$ cat config.mk
export PLATFORM = sky130hd
export DESIGN_NAME = a_axi_write_bcast_sequencer
export DESIGN_NICKNAME = d
export VERILOG_FILES = /design/src/rtl/a_axi_write_bcast_sequencer_pkg.sv /design/src/rtl/a_axi_bcast_slr_tracker.sv /design/src/rtl/a_axi_write_bcast_sequencer.sv
export SDC_FILE = /design/constraint.sdc
export NUM_CORES = 1
export LEC_CHECK = 0
export BUFFER_PORTS_ARGS = -buffer_cell sky130_fd_sc_hd__buf_4
export CORE_UTILIZATION = 50
export DETAILED_ROUTE_END_ITERATION = 10
export PLACE_DENSITY = 0.85
export SYNTH_ARGS = -nofsm -noshare
export SYNTH_HDL_FRONTEND = slang
export SYNTH_SLANG_ARGS = --single-unit
$ cat constraint.sdc
create_clock -name ap_clk -period 8.5 [get_ports ap_clk]
set_input_delay 1.275 -clock ap_clk [delete_from_list [all_inputs] [get_ports ap_clk]]
set_output_delay 1.275 -clock ap_clk [all_outputs]
set_load 0.005 [all_outputs]
$ cat src/rtl/a_axi_write_bcast_sequencer_pkg.sv
// a_axi_write_bcast_sequencer_pkg: FSM states, AXI response codes and response merge helper
package a_axi_write_bcast_sequencer_pkg;
  typedef enum logic [1:0] {IDLE, ISSUE, RESP} state_t;
  typedef enum logic [1:0] {OKAY, EXOKAY, SLVERR, DECERR} resp_t;
  function automatic logic [1:0] resp_max(input logic [1:0] a, input logic [1:0] b);
    return a > b ? a : b;
  endfunction
endpackage

$ cat src/rtl/a_axi_bcast_slr_tracker.sv
// a_axi_bcast_slr_tracker: per-SLR AW/W/B pending bits and downstream handshakes for one write
module a_axi_bcast_slr_tracker (
  input  logic       clk,
  input  logic       rst,
  input  logic       start,
  input  logic       awready,
  input  logic       wready,
  input  logic       bvalid,
  input  logic [1:0] bresp,
  output logic       awvalid,
  output logic       wvalid,
  output logic       bready,
  output logic       done,
  output logic       pending,
  output logic [1:0] resp
);
  logic aw_pend, w_pend, b_pend, b_fire;
  always_comb begin
    awvalid = aw_pend;
    wvalid = w_pend;
    bready = b_pend & ~aw_pend & ~w_pend;
    b_fire = bready & bvalid;
    resp = b_fire ? bresp : 2'd0;
    // done looks ahead to the pend bits after this cycle's handshakes
    done = ~(aw_pend & ~awready) & ~(w_pend & ~wready) & ~(b_pend & ~b_fire);
    pending = aw_pend | w_pend | b_pend;
  end
  always_ff @(posedge clk)
    if (rst) begin
      aw_pend <= 1'b0;
      w_pend <= 1'b0;
      b_pend <= 1'b0;
    end else if (start) begin
      aw_pend <= 1'b1;
      w_pend <= 1'b1;
      b_pend <= 1'b1;
    end else begin
      aw_pend <= aw_pend & ~awready;
      w_pend <= w_pend & ~wready;
      b_pend <= b_pend & ~b_fire;
    end
endmodule

$ cat src/rtl/a_axi_write_bcast_sequencer.sv
// a_axi_write_bcast_sequencer: broadcasts one host AXI-Lite write to NUM_SLR ports and merges their B responses
module a_axi_write_bcast_sequencer
  import a_axi_write_bcast_sequencer_pkg::*;
#(
  parameter int C_S_AXI_CONTROL_ADDR_WIDTH = 9,
  parameter int C_S_AXI_CONTROL_DATA_WIDTH = 32,
  parameter int C_S_AXI_CONTROL_WSTRB_WIDTH = 4,
  parameter int NUM_SLR = 2,
  parameter int TIMEOUT_CYCLES = 1024
) (
  input  logic                                   ap_clk,
  input  logic                                   ap_rst,
  input  logic                                   s_axi_control_AWVALID,
  output logic                                   s_axi_control_AWREADY,
  input  logic [C_S_AXI_CONTROL_ADDR_WIDTH-1:0]  s_axi_control_AWADDR,
  input  logic                                   s_axi_control_WVALID,
  output logic                                   s_axi_control_WREADY,
  input  logic [C_S_AXI_CONTROL_DATA_WIDTH-1:0]  s_axi_control_WDATA,
  input  logic [C_S_AXI_CONTROL_WSTRB_WIDTH-1:0] s_axi_control_WSTRB,
  output logic                                   s_axi_control_BVALID,
  input  logic                                   s_axi_control_BREADY,
  output logic [1:0]                             s_axi_control_BRESP,
  output logic [NUM_SLR-1:0]                     m_axi_control_AWVALID,
  input  logic [NUM_SLR-1:0]                     m_axi_control_AWREADY,
  output logic [C_S_AXI_CONTROL_ADDR_WIDTH-1:0]  m_axi_control_AWADDR,
  output logic [NUM_SLR-1:0]                     m_axi_control_WVALID,
  input  logic [NUM_SLR-1:0]                     m_axi_control_WREADY,
  output logic [C_S_AXI_CONTROL_DATA_WIDTH-1:0]  m_axi_control_WDATA,
  output logic [C_S_AXI_CONTROL_WSTRB_WIDTH-1:0] m_axi_control_WSTRB,
  input  logic [NUM_SLR-1:0]                     m_axi_control_BVALID,
  output logic [NUM_SLR-1:0]                     m_axi_control_BREADY,
  input  logic [2*NUM_SLR-1:0]                   m_axi_control_BRESP,
  output logic                                   stall_flag,
  output logic [NUM_SLR-1:0]                     stall_mask
);
  localparam int TW = $clog2(TIMEOUT_CYCLES + 1);
  state_t state, state_next;
  logic accept;
  logic [NUM_SLR-1:0] done, pending;
  logic [2*NUM_SLR-1:0] resp;
  logic [1:0] resp_acc, resp_merge;
  logic [TW-1:0] timer;
  for (genvar g = 0; g < NUM_SLR; g++) begin : g_slr
    a_axi_bcast_slr_tracker u_trk (
      .clk(ap_clk),
      .rst(ap_rst),
      .start(accept),
      .awready(m_axi_control_AWREADY[g]),
      .wready(m_axi_control_WREADY[g]),
      .bvalid(m_axi_control_BVALID[g]),
      .bresp(m_axi_control_BRESP[2*g+:2]),
      .awvalid(m_axi_control_AWVALID[g]),
      .wvalid(m_axi_control_WVALID[g]),
      .bready(m_axi_control_BREADY[g]),
      .done(done[g]),
      .pending(pending[g]),
      .resp(resp[2*g+:2])
    );
  end
  always_comb begin
    accept = (state == IDLE) & s_axi_control_AWVALID & s_axi_control_WVALID & ~ap_rst;
    s_axi_control_AWREADY = accept;
    s_axi_control_WREADY = accept;
    s_axi_control_BVALID = state == RESP;
    s_axi_control_BRESP = resp_acc;
    resp_merge = resp_acc;
    for (int i = 0; i < NUM_SLR; i++) resp_merge = resp_max(resp_merge, resp[2*i+:2]);
    state_next = accept ? ISSUE :
                 (state == ISSUE && &done) ? RESP :
                 (state == RESP && s_axi_control_BREADY) ? IDLE : state;
  end
  always_ff @(posedge ap_clk)
    if (ap_rst) begin
      state <= IDLE;
      resp_acc <= OKAY;
      timer <= '0;
      stall_flag <= 1'b0;
      stall_mask <= '0;
    end else begin
      state <= state_next;
      if (accept) begin
        resp_acc <= OKAY;
        timer <= '0;
      end else if (state == ISSUE) begin
        resp_acc <= resp_merge;
        if (timer != TW'(TIMEOUT_CYCLES)) timer <= timer + 1'b1;
        if (timer == TW'(TIMEOUT_CYCLES - 1) && !stall_flag) begin
          stall_flag <= 1'b1;
          stall_mask <= pending;
        end
      end
    end
  always_ff @(posedge ap_clk)
    if (accept) begin
      m_axi_control_AWADDR <= s_axi_control_AWADDR;
      m_axi_control_WDATA <= s_axi_control_WDATA;
      m_axi_control_WSTRB <= s_axi_control_WSTRB;
    end
endmodule

==> flow_metrics.tcl, run 1 <==
set metrics [dict create \
    grt_setup_unrepaired "false" \
    p_clk_share_pct 32.7 \
    synth.most_common_cell "edfxtp_1" \
    synth_flop_cell "edfxtp_1" \
    p_switching_w 0.000148 \
    ir_worst_vdd_mv 0.102 \
    cts_buffers 9 \
    core_area_um2 5140 \
    vias_per_cell 4.99 \
    arrival_ps 2620 \
    worst_slew_pin_slew_ps 604 \
    cts_max_level 3 \
    synthToLayoutAreaGrowth_pct 40.3 \
    drc 0 \
    ys_seq_area_share_pct 68.2 \
    fin_crit_ps 3890 \
    maxSlewViolCount 0 \
    place_ws_ps 4600 \
    nNetsFinal 390 \
    cts_tree "done" \
    synth_top_area_share_pct 50.3 \
    end_kind "output port" \
    fin_crit_sh_pct 45.8 \
    dpl.hpwl_mm 4.16 \
    synth_largest_area_cell "edfxtp_1" \
    crit_path_max_fanout 48 \
    p_sw_share_pct 22.3 \
    setup_ws_ps 4610 \
    grt.total_usage_pct 20.4 \
    synth_area_leaders "edfxtp_1 (50%), dfxtp_1 (18%), ha_1 (3.7%)" \
    combinationalPowerShare_pct 10.3 \
    worstSetupPathType "primary input to output port" \
    postCtsHoldBufs 0 \
    setup_violations 0 \
    clock_path_buffers 2 \
    dr.pass1.iters 4 \
    num_vias 1983 \
    synth_edf_count 45 \
    dpl_cell_area_um2 3610 \
    hold_viol 0 \
    start_kind "primary input" \
    fmax_mhz 257 \
    max_stage_delay_ps 480 \
    post_cts_buffers 0 \
    syn_area_per_cell_um2 13.3 \
    grt_pass1_wl_mm 8.47 \
    syn-num-nets 270 \
    core.rowCount 26 \
    cts_resized 0 \
    clock_latency_ps 330 \
    portBuffers 118 \
    hold_path_class "register to register" \
    drive_gt1_share_pct 42.8 \
    syn_inst 202 \
    p_leak_nw 1.56 \
    start_util_pct 52.3 \
    die_area_um2 5670 \
    die_height_um 75.3 \
    root_buffer "clkbuf_8" \
    n_antenna_cell 0 \
    ys_ff_latch 69 \
    antenna_found_initial 0 \
    crit_required_ps 7220 \
    status "finished clean" \
    overflow 0 \
    crit_buf_inv 3 \
    wirelength_mm 5.63 \
    power_frac_seq_pct 57.0 \
    maxCapViolations 0 \
    clock_skew_ps 5.51 \
    ys.warnings.count 0 \
    setup_tns_ps 0 \
    postLayoutCellArea_um2 3770 \
    grt_max_degree 49 \
    synth.top_cells.by_count "edfxtp_1 (45), nor2_1 (25), dfxtp_1 (24)" \
    drt_iter0_markers 97 \
    io_pins 119 \
    cpMaxStageDelayCell "buf_4" \
    netlist-cell-type-count 39 \
    cts_sinks 69 \
    clk_pin_slew_worst_paths_ps 70 \
    cp_common_cell "buf_4" \
    timing.critical_path.max_delay_family "buffers and inverters" \
    syn-cell-area_um2 2690 \
    p_int_w 0.000514 \
    cp_cell_sequence "buf_4, nand2_1, or3_1, nor2_4, buf_4, buf_4" \
    grt_pass1_vias 1810 \
    wire_per_inst_um 14.2 \
    die_w_um 75.3 \
    slew_headroom_pct 59.7 \
    gp_congestion 0.812 \
    ant_nets 0 \
    synth-async-reset-ratio_pct 0 \
    power.density_nw_per_um2 175 \
]
## layout make-up
| class | instances | area (um2) |
|---|---|---|
| clock buffer | 11 | 131 |
| fill | 363 | 1370 |
| timing repair buffer | 119 | 893 |
| multi-input combinational | 114 | 762 |
| sequential | 69 | 1830 |
| tap | 70 | 87.6 |
| clock inverter | 5 | 28.8 |
| inverter | 9 | 33.8 |
## placed cells by master, fill, tap and decap left out, drive strengths merged, types with 2 or more instances in the layout
cell type / count
or3: 4
a211oi: 3
and2: 3
clkinvlp: 2
nand2b: 4
ha: 8
clkinv: 3
nand4: 5
nor2b: 5
dfxtp: 24
nor3: 7
buf: 119
edfxtp: 45
and4: 2
xor2: 2
a21oi: 8
inv: 9
nand3: 5
xnor2: 4
nand2: 5
nor2: 25
nor4: 3
o21ai: 7
nand3b: 2
clkbuf: 11
## cell families after synthesis
group | count (synthesis) | share of synthesized area, %
adder cells (fa/ha/maj) | 8 | 3.73
XOR/XNOR | 6 | 1.96
buffers and inverters | 19 | 3.73
AO/OA/AOI/OAI | 25 | 5.87
flip-flops | 69 | 68.2
AND/OR/NAND/NOR | 75 | 16.5
## path summary, 6_finish.rpt
check | startpoint | to | slack (ps) | cells past startpoint
worst max register to register | g_slr[0].u_trk.wvalid$_SDFF_PP0_ | s_axi_control_BRESP[0]$_SDFFE_PP0P_ | 6110 | 11
worst max-delay path | s_axi_control_WVALID | s_axi_control_AWREADY | 4610 | 6
worst min-delay path | stall_mask[1]$_SDFFE_PP0P_ | stall_mask[1]$_SDFFE_PP0P_ | 520 | 2
worst min register to register | stall_mask[1]$_SDFFE_PP0P_ | stall_mask[1]$_SDFFE_PP0P_ | 520 | 2
## sequential cells by signal, indices dropped and copies added, names as in the netlist, 4 cells and up
signal / cells
m_axi_control_WDATA: 32
m_axi_control_WSTRB: 4
m_axi_control_AWADDR: 9
timer: 11
## layer usage
metal  global-route usage [%]  wire, um  part of all wire [%]
met2                     34.7      2820                    50
met1                     24.2      2250                    40
met5                        0         0                     0
met3                     5.16       458                   8.1
met4                     10.3        99                   1.8
## power groups by stage
stage          Clock, W  Sequential [W]  Combinational, W
2_1_floorplan         0        0.000384         0.0000290
3_3_place_gp          0        0.000383         0.0000660
3_5_place_dp          0        0.000384         0.0000686
4_1_cts        0.000223        0.000377         0.0000690
5_1_grt        0.000237        0.000378         0.0000761
6_report       0.000216        0.000377         0.0000682
## stage by stage
stage	hold WS, ps	utilization [%]	instances	power (W)
final	518	73.3	397	0.000661
after global routing	544	73.3	397	0.000692
after CTS	521	73.3	397	0.000668
after detailed placement	506	70.2	381	0.000452
after global placement	495	70.2	381	0.000449
after floorplan	489	-	202	0.000413
## worst min-delay path, stage by stage, from the launching register on
cell and delay, ps:
dfxtp_1 320, nor2_1 100, a211oi_1 50
(Power assumes the default switching activity.)
==> run 2: changes to the inputs <==
Settings changed: ABC_AREA from default to 1, CORE_UTILIZATION 50 to 43, PLACE_DENSITY 0.85 to 0.77.
Clock period 8.5 ns to 3.15 ns, I/O delays scaled along.
==> run 2 against run 1 <==
Die area up 21%. Combinational power increased to 2.6 times the previous value. Utilization decreased by 11 points. Total power grew to 2.9 times the previous value. Final cell count up 17%. Critical path type is now register to register. Critical endpoint is now s_axi_control_BRESP[0]$_SDFFE_PP0P_.
==> flow_metrics.tcl, run 2 <==
set metrics [dict create \
    vias_per_cell 4.81 \
    portBuffers 118 \
    start_kind "register" \
    hold_viol 0 \
    cts_buffers 9 \
    num_vias 2225 \
    gp_congestion 0.846 \
    cts_max_level 3 \
    drc 0 \
    syn_area_per_cell_um2 10.8 \
    syn-cell-area_um2 2810 \
    nFillCells 522 \
    drive_gt1_share_pct 37.0 \
    root_buffer "clkbuf_8" \
    fmax_mhz 422 \
    fin_crit_sh_pct 75.1 \
    synth_area_leaders "edfxtp_1 (48%), dfxtp_1 (17%), nand2_1 (8.4%)" \
    ys.warnings.count 0 \
    clock_skew_ps 7.65 \
    nNetsFinal 449 \
    hold_path_class "primary input to register" \
    r2r_slack_ps 780 \
    layout_common_cells "buf_4 (120), nand2_1 (63), edfxtp_1 (45)" \
    synth_flop_cell "edfxtp_1" \
    dr.pass1.iters 4 \
    cts_sinks 69 \
    reg2reg_depth 13 \
    drt_iter0_markers 90 \
    synth.top_cells.by_count "nand2_1 (63), edfxtp_1 (45), nor2_1 (31)" \
    crit_required_ps 3410 \
    grt_setup_unrepaired "false" \
    start_util_pct 44.5 \
    wirelength_mm 6.17 \
    n_antenna_cell 0 \
    synthToLayoutAreaGrowth_pct 39.7 \
    die_w_um 82.9 \
    fin_crit_ps 2370 \
    clock_path_buffers 2 \
    synth.most_common_cell "nand2_1" \
    maxCapViolations 0 \
    layout_commonest_cell "buf_4" \
    fin_hold_ws_ps 302 \
    arrival_ps 2630 \
    io_pins 119 \
    synth_edf_count 45 \
    overflow 0 \
    hold_end "m_axi_control_WSTRB[0]$_DFFE_PP_" \
    die_area_um2 6870 \
    ir_worst_vdd_mv 0.373 \
    ys_seq_area_share_pct 65.2 \
    syn-num-nets 329 \
    netlist-cell-type-count 24 \
    worst_slew_pin_slew_ps 706 \
    die_height_um 82.9 \
    grt_max_degree 25 \
    largest_reg_flops 32 \
    core.rowCount 29 \
    end_kind "register" \
    postCtsHoldBufs 0 \
    synth_top_area_share_pct 48.1 \
    dpl.hpwl_mm 4.70 \
    r2r_end "s_axi_control_BRESP[0]$_SDFFE_PP0P_" \
    power_w 0.00190 \
    p_leak_nw 1.66 \
    synth-async-reset-ratio_pct 0 \
    r2r_start "g_slr[0].u_trk.b_pend$_SDFF_PP0_" \
    cts_resized 0 \
    clock_latency_ps 340 \
    maxSlewViolCount 0 \
    crit_path_max_fanout 5 \
    biggestRegsByFlops "m_axi_control_WDATA (32), timer (11), m_axi_control_AWADDR (9)" \
    cts_tree "done" \
    min_path_cells 1 \
    synth_largest_area_cell "edfxtp_1" \
    core_area_um2 6310 \
    syn_inst 261 \
    ys_ff_latch 69 \
    ant_nets 0 \
    wire_per_inst_um 13.3 \
    slew_headroom_pct 52.8 \
    grt.total_usage_pct 18.4 \
    clk_pin_slew_worst_paths_ps 80 \
    antenna_found_initial 0 \
    holdCritStartpoint "s_axi_control_WSTRB[0]" \
    worstSetupPathType "register to register" \
    post_cts_buffers 0 \
    grt_pass1_wl_mm 9.86 \
    status "finished clean" \
    grt_pass1_vias 2014 \
    regMostFlops "m_axi_control_WDATA" \
    setup_violations 0 \
    setup_tns_ps 0 \
    power.density_nw_per_um2 485 \
]
run 2: cell types whose count changed in the layout (fill, tap and decap cells not counted), moves of 4 or more:
cell / before / now
a21oi_1: 8 / 15
a21oi_2: 0 / 4
inv_1: 9 / 24
nand2_1: 5 / 63
nand2b_1: 4 / 0
nand3_1: 5 / 11
nor2_1: 24 / 30
nor2b_1: 5 / 0
nor3_1: 7 / 3
o21ai_0: 7 / 2
run 2: cell families after synthesis:
group / Yosys count / synth area share (%)
AND/OR/NAND/NOR: 117 / 17.4
flip-flops: 69 / 65.2
buffers and inverters: 35 / 6.32
AO/OA/AOI/OAI: 26 / 5.65
adder cells (fa/ha/maj): 8 / 3.56
XOR/XNOR: 6 / 1.87
run 2: power by group:
part / internal (W) / switching, W / total, W
Clock: 0.000368 / 0.000350 / 0.000718
Sequential: 0.000994 / 0.0000149 / 0.00101
Combinational: 0.0000959 / 0.0000820 / 0.000178
Total: 0.00146 / 0.000447 / 0.00190
run 2: metal layers:
layer  track usage [%]  vias up  routed length [um]  share of wire, %
met3              6.36        9                 449               7.3
met2              28.1       81                2820                46
li1                  -     1105                   -                 -
met4              5.80        0                 110               1.8
met5                 0        -                   0                 0
met1              24.6     1030                2790                45
run 2: how the worst max path moves through the flow:
stage | from | to | cells after the start
5_1_grt | g_slr[0].u_trk.b_pend$_SDFF_PP0_ | s_axi_control_BRESP[0]$_SDFFE_PP0P_ | 13
3_3_place_gp | g_slr[0].u_trk.b_pend$_SDFF_PP0_ | s_axi_control_BRESP[0]$_SDFFE_PP0P_ | 13
3_5_place_dp | g_slr[0].u_trk.b_pend$_SDFF_PP0_ | s_axi_control_BRESP[0]$_SDFFE_PP0P_ | 13
6_report | g_slr[0].u_trk.b_pend$_SDFF_PP0_ | s_axi_control_BRESP[0]$_SDFFE_PP0P_ | 13
4_1_cts | g_slr[0].u_trk.b_pend$_SDFF_PP0_ | s_axi_control_BRESP[0]$_SDFFE_PP0P_ | 13
2_1_floorplan | s_axi_control_WVALID | s_axi_control_WREADY | 3
run 2: through the flow:
stage | instance area (um2) | worst slack, ps | util [%] | cells
after global routing | 3930 | 506 | 62.2 | 463
after detailed placement | 3730 | 780 | 59.1 | 447
after global placement | 3730 | 928 | 59.1 | 447
after floorplan | 2810 | 384 | - | 261
final | 3930 | 783 | 62.2 | 463
after CTS | 3930 | 760 | 62.2 | 463
run 2: worst max-delay path, cell delays in order (launching register included):
cell	delay, ps
dfxtp_1	390
nor3b_1	280
nand3_1	160
ha_1	320
o21bai_1	160
nand2_1	70
nand2_1	60
nand2_1	60
ha_1	290
nand2_1	60
o21ai_0	100
a21oi_1	150
nand2_1	70
a21oi_1	130
run 2: layout make-up:
cell class	count	area, um2	share of cell area (%)
clock inverter	7	73.8	1.88
inverter	24	90.1	2.29
timing repair buffer	120	901	22.9
tap	77	96.3	2.45
clock buffer	9	124	3.15
sequential	69	1830	46.7
multi-input combinational	157	810	20.6
